### src/rtl/vga_monitor.sv
`timescale 1ns/1ps
`default_nettype none
// ==== vga_monitor : VGA sink -- sync timing measurement, lock tracking, per-frame pixel checksum ====
// Rev 1.0
module vga_monitor #(
  parameter bit SYNC_POL    = 1'b1,
  parameter int LOCK_FRAMES = 2,
  parameter int HS_TIMEOUT  = 4095
) (
  input  logic        vga_clk,
  input  logic        reset_n,
  input  logic        vga_hs,
  input  logic        vga_vs,
  input  logic [4:0]  vga_r,
  input  logic [5:0]  vga_g,
  input  logic [4:0]  vga_b,
  output logic [11:0] h_total,
  output logic [11:0] h_sync_w,
  output logic [10:0] v_total,
  output logic [10:0] v_sync_w,
  output logic [23:0] pixel_sum,
  output logic        frame_done,
  output logic        locked,
  output logic        sync_err
);

  typedef enum logic [1:0] {
    SEARCH  = 2'd0,
    MEASURE = 2'd1,
    LOCKED  = 2'd2
  } state_t;

  localparam logic [11:0] c_HCNT_MAX = 12'hFFF;
  localparam logic [10:0] c_VCNT_MAX = 11'h7FF;
  localparam logic [11:0] c_TIMEOUT  = 12'(HS_TIMEOUT);
  localparam logic [3:0]  c_LOCK     = 4'(LOCK_FRAMES);

  state_t      r_state, w_state_nx;
  logic        r_hs_a, r_hs_b, r_vs_a, r_vs_b;
  logic [4:0]  r_r, r_b;
  logic [5:0]  r_g;
  logic [11:0] r_hcnt, r_hper, r_hsw_cnt, r_hsw_meas;
  logic [10:0] r_vcnt, r_vsw_cnt;
  logic [23:0] r_acc;
  logic [3:0]  r_match, w_match_nx, w_match_inc;
  logic        r_have_base, w_base_nx, r_to_fired;
  logic        w_upd, w_err;

  logic        w_hs_a_on, w_hs_b_on, w_vs_a_on, w_vs_b_on;
  logic        w_hs_rise, w_hs_fall, w_vs_rise;
  logic [11:0] w_hcnt_inc, w_line_per;
  logic [10:0] w_vcnt_inc, w_vtot;
  logic [23:0] w_pix, w_sum_tot;
  logic        w_timeout, w_to_pulse, w_same, w_hs_bad;

  assign w_hs_a_on = (r_hs_a == SYNC_POL);
  assign w_hs_b_on = (r_hs_b == SYNC_POL);
  assign w_vs_a_on = (r_vs_a == SYNC_POL);
  assign w_vs_b_on = (r_vs_b == SYNC_POL);
  assign w_hs_rise = w_hs_a_on & ~w_hs_b_on;
  assign w_hs_fall = ~w_hs_a_on & w_hs_b_on;
  assign w_vs_rise = w_vs_a_on & ~w_vs_b_on;

  assign w_hcnt_inc = (r_hcnt == c_HCNT_MAX) ? r_hcnt : r_hcnt + 12'd1;
  assign w_line_per = w_hs_rise ? r_hcnt : r_hper;
  assign w_vcnt_inc = (r_vcnt == c_VCNT_MAX) ? r_vcnt : r_vcnt + 11'd1;
  // A line starting on the same cycle as vsync belongs to the frame that is ending.
  assign w_vtot     = w_hs_rise ? w_vcnt_inc : r_vcnt;
  assign w_pix      = 24'(r_r) + 24'(r_g) + 24'(r_b);
  assign w_sum_tot  = r_acc + w_pix;

  // An hs edge this cycle proves the link is alive even if hcnt is saturated.
  assign w_timeout   = (r_hcnt >= c_TIMEOUT) & ~w_hs_rise;
  assign w_to_pulse  = w_timeout & (~r_to_fired | (r_state != SEARCH));
  assign w_same      = (w_line_per == h_total) && (w_vtot == v_total);
  assign w_hs_bad    = w_hs_rise && (r_hcnt != h_total);
  assign w_match_inc = r_match + 4'd1;
  assign locked      = (r_state == LOCKED);

  always_ff @(posedge vga_clk or negedge reset_n) begin
    if (!reset_n) begin
      r_hs_a <= ~SYNC_POL;
      r_hs_b <= ~SYNC_POL;
      r_vs_a <= ~SYNC_POL;
      r_vs_b <= ~SYNC_POL;
      r_r    <= '0;
      r_g    <= '0;
      r_b    <= '0;
    end else begin
      r_hs_a <= vga_hs;
      r_hs_b <= r_hs_a;
      r_vs_a <= vga_vs;
      r_vs_b <= r_vs_a;
      r_r    <= vga_r;
      r_g    <= vga_g;
      r_b    <= vga_b;
    end
  end

  always_ff @(posedge vga_clk or negedge reset_n) begin
    if (!reset_n) begin
      r_hcnt     <= '0;
      r_hper     <= '0;
      r_hsw_cnt  <= '0;
      r_hsw_meas <= '0;
      r_vcnt     <= '0;
      r_vsw_cnt  <= '0;
      r_acc      <= '0;
    end else begin
      r_hcnt <= w_hs_rise ? 12'd1 : w_hcnt_inc;
      if (w_hs_rise) r_hper <= r_hcnt;

      if (w_hs_rise)
        r_hsw_cnt <= 12'd1;
      else if (w_hs_a_on && (r_hsw_cnt != c_HCNT_MAX))
        r_hsw_cnt <= r_hsw_cnt + 12'd1;
      if (w_hs_fall) r_hsw_meas <= r_hsw_cnt;

      if (w_vs_rise)
        r_vcnt <= '0;
      else if (w_hs_rise)
        r_vcnt <= w_vcnt_inc;

      if (w_vs_rise)
        r_vsw_cnt <= w_hs_rise ? 11'd1 : 11'd0;
      else if (w_hs_rise && w_vs_a_on && (r_vsw_cnt != c_VCNT_MAX))
        r_vsw_cnt <= r_vsw_cnt + 11'd1;

      r_acc <= w_vs_rise ? 24'd0 : w_sum_tot;
    end
  end

  always_ff @(posedge vga_clk or negedge reset_n) begin
    if (!reset_n) begin
      h_total    <= '0;
      h_sync_w   <= '0;
      v_total    <= '0;
      v_sync_w   <= '0;
      pixel_sum  <= '0;
      frame_done <= 1'b0;
      sync_err   <= 1'b0;
    end else begin
      frame_done <= w_upd;
      sync_err   <= w_err;
      if (w_upd) begin
        h_total   <= w_line_per;
        h_sync_w  <= r_hsw_meas;
        v_total   <= w_vtot;
        v_sync_w  <= r_vsw_cnt;
        pixel_sum <= w_sum_tot;
      end
    end
  end

  always_ff @(posedge vga_clk or negedge reset_n) begin
    if (!reset_n) begin
      r_state     <= SEARCH;
      r_match     <= '0;
      r_have_base <= 1'b0;
      r_to_fired  <= 1'b0;
    end else begin
      r_state     <= w_state_nx;
      r_match     <= w_match_nx;
      r_have_base <= w_base_nx;
      if (w_to_pulse)
        r_to_fired <= 1'b1;
      else if (r_state != SEARCH)
        r_to_fired <= 1'b0;
    end
  end

  always_comb begin
    w_state_nx = r_state;
    w_match_nx = r_match;
    w_base_nx  = r_have_base;
    w_upd      = 1'b0;
    w_err      = 1'b0;
    unique case (r_state)
      SEARCH: begin
        if (w_vs_rise) begin
          w_state_nx = MEASURE;
          w_match_nx = '0;
          w_base_nx  = 1'b0;
        end
      end
      MEASURE: begin
        if (w_vs_rise) begin
          w_upd = 1'b1;
          if (!r_have_base) begin
            w_base_nx  = 1'b1;
            w_match_nx = '0;
          end else if (w_same) begin
            w_match_nx = w_match_inc;
            if (w_match_inc >= c_LOCK) w_state_nx = LOCKED;
          end else begin
            w_match_nx = '0;
          end
        end
      end
      LOCKED: begin
        if (w_vs_rise) w_upd = 1'b1;
        if (w_hs_bad || (w_vs_rise && (w_vtot != v_total))) begin
          w_state_nx = SEARCH;
          w_err      = 1'b1;
        end
      end
      default: w_state_nx = SEARCH;
    endcase
    if (w_timeout) begin
      w_state_nx = SEARCH;
      w_err      = w_err | w_to_pulse;
    end
  end

endmodule
`default_nettype wire
### config.mk
export PLATFORM = sky130hd
export DESIGN_NAME = vga_monitor
export DESIGN_NICKNAME = d
export VERILOG_FILES = /design/src/rtl/vga_monitor.sv
export SDC_FILE = /design/constraint.sdc
export NUM_CORES = 1
export LEC_CHECK = 0
export BUFFER_PORTS_ARGS = -buffer_cell sky130_fd_sc_hd__buf_2
export CAP_MARGIN = 40
export CORE_MARGIN = 5
export CORE_UTILIZATION = 43
export CTS_CLUSTER_DIAMETER = 60
export DETAILED_ROUTE_END_ITERATION = 8
export HOLD_SLACK_MARGIN = 0.1
export PLACE_DENSITY = 0.74
export REMOVE_ABC_BUFFERS = 1
export SYNTH_ARGS = -nofsm -noshare
export SYNTH_HDL_FRONTEND = slang
export SYNTH_SLANG_ARGS = --single-unit
### constraint.sdc
create_clock -name vga_clk -period 3.5 [get_ports vga_clk]
set_clock_uncertainty 0.2 [all_clocks]
set_input_delay 1.05 -clock vga_clk [delete_from_list [all_inputs] [get_ports vga_clk]]
set_output_delay 1.05 -clock vga_clk [all_outputs]
set_load 0.01 [all_outputs]
==> out/metrics.cfg <==
[sta]
fmax_mhz=283
fin_crit_sh_pct=101
hold_violations=0
period_needed_ns=3.53
timing.final.ws_setup_ns=-0.0275
slew_headroom_pct=61.0
drv_slew=0
rsz0062_at_grt=true
setup_viol=5
tightest_slew_ns=0.586

[drt]
wl_per_cell_um=15.6
vias_per_cell=5.23
drtIter0Drc=381
wirelength_mm=20.1
drt_first_pass_iters=5
postRouteAntennaNets=0
drc=0
num_vias=6742

[place]
finalWeightedCongestion=0.907
pre_cts_ws_ns=-0.279
dpl.hpwl_mm=13.9
place_area_mm2=0.0102
io_buffer_count=92
dp_cells=1250

[finish]
areaGrowthSynthToFinish_pct=18.3
antennaDiodeCount=0
fin_area_mm2=0.0110
finalNonFillerCells=1288
layout.nets=1051
drive_gt1_share_pct=24.4

[cts]
clockRootBuffer=clkbuf_16
clkTransAtPathRegs_ns=0.08
cts_buffers=17
clk-insertion-delay-late_ns=0.43
clkSinkCount=194
cts_tree=done
htree_levels=4
cts-hold-fix-buffers=0
clockBufferDepth=2

[worst_setup_path]
crit_fanout=5
end_kind=register
startpoint_type=register
r2r-start=r_g[1]$_DFF_PN0_
cp.arrival_ns=3.62
required_ns=3.60
startpoint=r_g[1]$_DFF_PN0_
worstSetupPathType=register to register

[pwr]
power_mw=6.85
power.density_mw_per_mm2=621
leakage_nw=5.41
ir_drop_uv=376

[logic_synthesis]
syn_inst=894
synth_area_mm2=0.00933
synth-edff-count=0
yosys_warnings=0
ys_seq_area_share_pct=52.0
synth_seq_cells=194
avgSynthCellArea_um2=10.4
synth_top_area_share_pct=52.0
ys.flop_type=dfrtp_1
synth_area_leaders=dfrtp_1 (52%), mux2_2 (4.7%), nand2_1 (4.6%)
ys_types=73
async_reset_ff_share_pct=100
synth_top_area_cell=dfrtp_1

[floorplan]
io_pins=93
die_area_mm2=0.0247
die_h_um=157
row_count=53
coreArea_mm2=0.0212
start_util_pct=44.0
die_w_um=157

[global_route]
grt_overflow=0
grt_max_degree=68
grt_first_pass_wirelength_mm=34.3
grt.total_usage_pct=17.0
antenna_found_initial=0
grt_pass1_vias=6860

[min_path]
min_from=pixel_sum[4]$_DFFE_PN0P_
min_path_type=register to register

[status]
status=complete, but fails checks
violations=negative setup slack

[run]
drv_cap=0

==> cells by family after synthesis <==
| kind of cell | count (synthesis) | synth area share (%) |
|---|---|---|
| compound gates | 139 | 9.31 |
| mux | 48 | 5.67 |
| buf+inv | 96 | 4.67 |
| xor+xnor | 75 | 7.04 |
| simple gates | 311 | 16.3 |
| fa+ha+maj | 31 | 4.96 |
| flops | 194 | 52.0 |
==> sequential cells by signal, indices dropped and copies added (netlist names), 2 cells and up <==
register    count
r_hsw_meas     12
r_b             5
r_vcnt         11
v_total        11
v_sync_w       11
r_vsw_cnt      11
pixel_sum      24
r_acc          24
r_g             6
r_hcnt         12
r_hper         12
h_total        12
r_match         4
r_r             5
r_state         2
h_sync_w       12
r_hsw_cnt      12
==> synth_stat cells, drive strengths merged (16+ instances only) <==
cell type / number
ha: 21
o21ai: 70
inv: 58
clkbuf: 24
xnor2: 43
nor3: 16
xor2: 32
nand4: 16
dfrtp: 194
nand2: 114
mux2: 39
nor2: 76
nand3: 22
and3: 17
==> path summary, 6_finish.rpt <==
check,endpoint,slack [ns],depth (start not counted)
max,pixel_sum[23]$_DFFE_PN0P_,-0.03,14
min,pixel_sum[4]$_DFFE_PN0P_,0.28,2
max reg2reg,pixel_sum[23]$_DFFE_PN0P_,-0.03,14
min reg2reg,pixel_sum[4]$_DFFE_PN0P_,0.28,2
max in group asynchronous,r_acc[23]$_DFF_PN0_,2.01,2
min in group asynchronous,r_hper[11]$_DFF_PN0_,0.41,1
==> metal layers <==
metal  vias to the layer above  part of all wire (%)  wire length [µm]  GRT usage (%)
met3                        24                   4.1               829           3.60
met1                      3333                    45              9140           23.3
met4                         0                   1.3               254           4.63
met2                       145                    49              9910           27.5
li1                       3240                     -                 -              -
met5                         -                     0                 0              0
==> cell usage in the layout, fill, tap and decap left out, types with 16 or more instances in the layout <==
| cell | synthesis | routed |
|---|---|---|
| inv_1 | 57 | 51 |
| clkbuf_16 | 0 | 17 |
| dfrtp_1 | 194 | 193 |
| buf_2 | 4 | 91 |
| ha_1 | 21 | 17 |
| o21ai_0 | 69 | 57 |
| nand3_1 | 21 | 21 |
| nand2_1 | 114 | 113 |
| buf_4 | 1 | 27 |
| xor2_1 | 32 | 31 |
| and3_1 | 16 | 16 |
| mux2_2 | 39 | 39 |
| xnor2_1 | 43 | 39 |
| nor2_1 | 76 | 73 |
==> area by class of cell <==
cell class / instances / area [µm²]
clock buffer: 18 / 439
timing repair buffer: 124 / 763
multi-input combinational: 604 / 4220
sequential: 194 / 4860
fill: 1893 / 10200
tap: 275 / 344
inverter: 59 / 221
clock inverter: 14 / 185
==> critical path: stages, from the launching register on <==
cell      delay, ns
dfrtp_1        0.32
inv_1          0.05
fa_1           0.50
fa_1           0.50
inv_1          0.06
ha_2           0.19
fa_2           0.34
a21o_1         0.17
a21oi_2        0.16
o21bai_1       0.09
a21oi_2        0.25
o21ba_4        0.20
nor4b_1        0.07
xnor2_1        0.19
o21ai_0        0.11
==> report_power, final <==
| part | leakage (nW) | switching [mW] | internal, mW | total, mW |
|---|---|---|---|---|
| registers | 2.59 | 0.246 | 2.53 | 2.77 |
| logic | 2.52 | 1.16 | 0.936 | 2.10 |
| clock network | 0.301 | 0.983 | 0.997 | 1.98 |
==> repair_timing <==
item                                    CTS  global route
buffers inserted                          4             2
endpoints found under the setup margin   32            37
pin swaps                                33            25
gates resized for setup                  32            18
endpoints found under the hold margin     0             0
==> per-stage QoR <==
| step | utilization, % | hold WS [ns] | setup TNS [ns] |
|---|---|---|---|
| after floorplan | - | 0.221 | -112.70 |
| after global placement | 48.0 | 0.260 | -3.01 |
| after detailed placement | 48.0 | 0.268 | -4.82 |
| after CTS | 51.6 | 0.287 | -0.0960 |
| after global routing | 52.0 | 0.313 | -3.55 |
| final | 52.0 | 0.284 | -0.108 |
(Power assumes the default switching activity.)
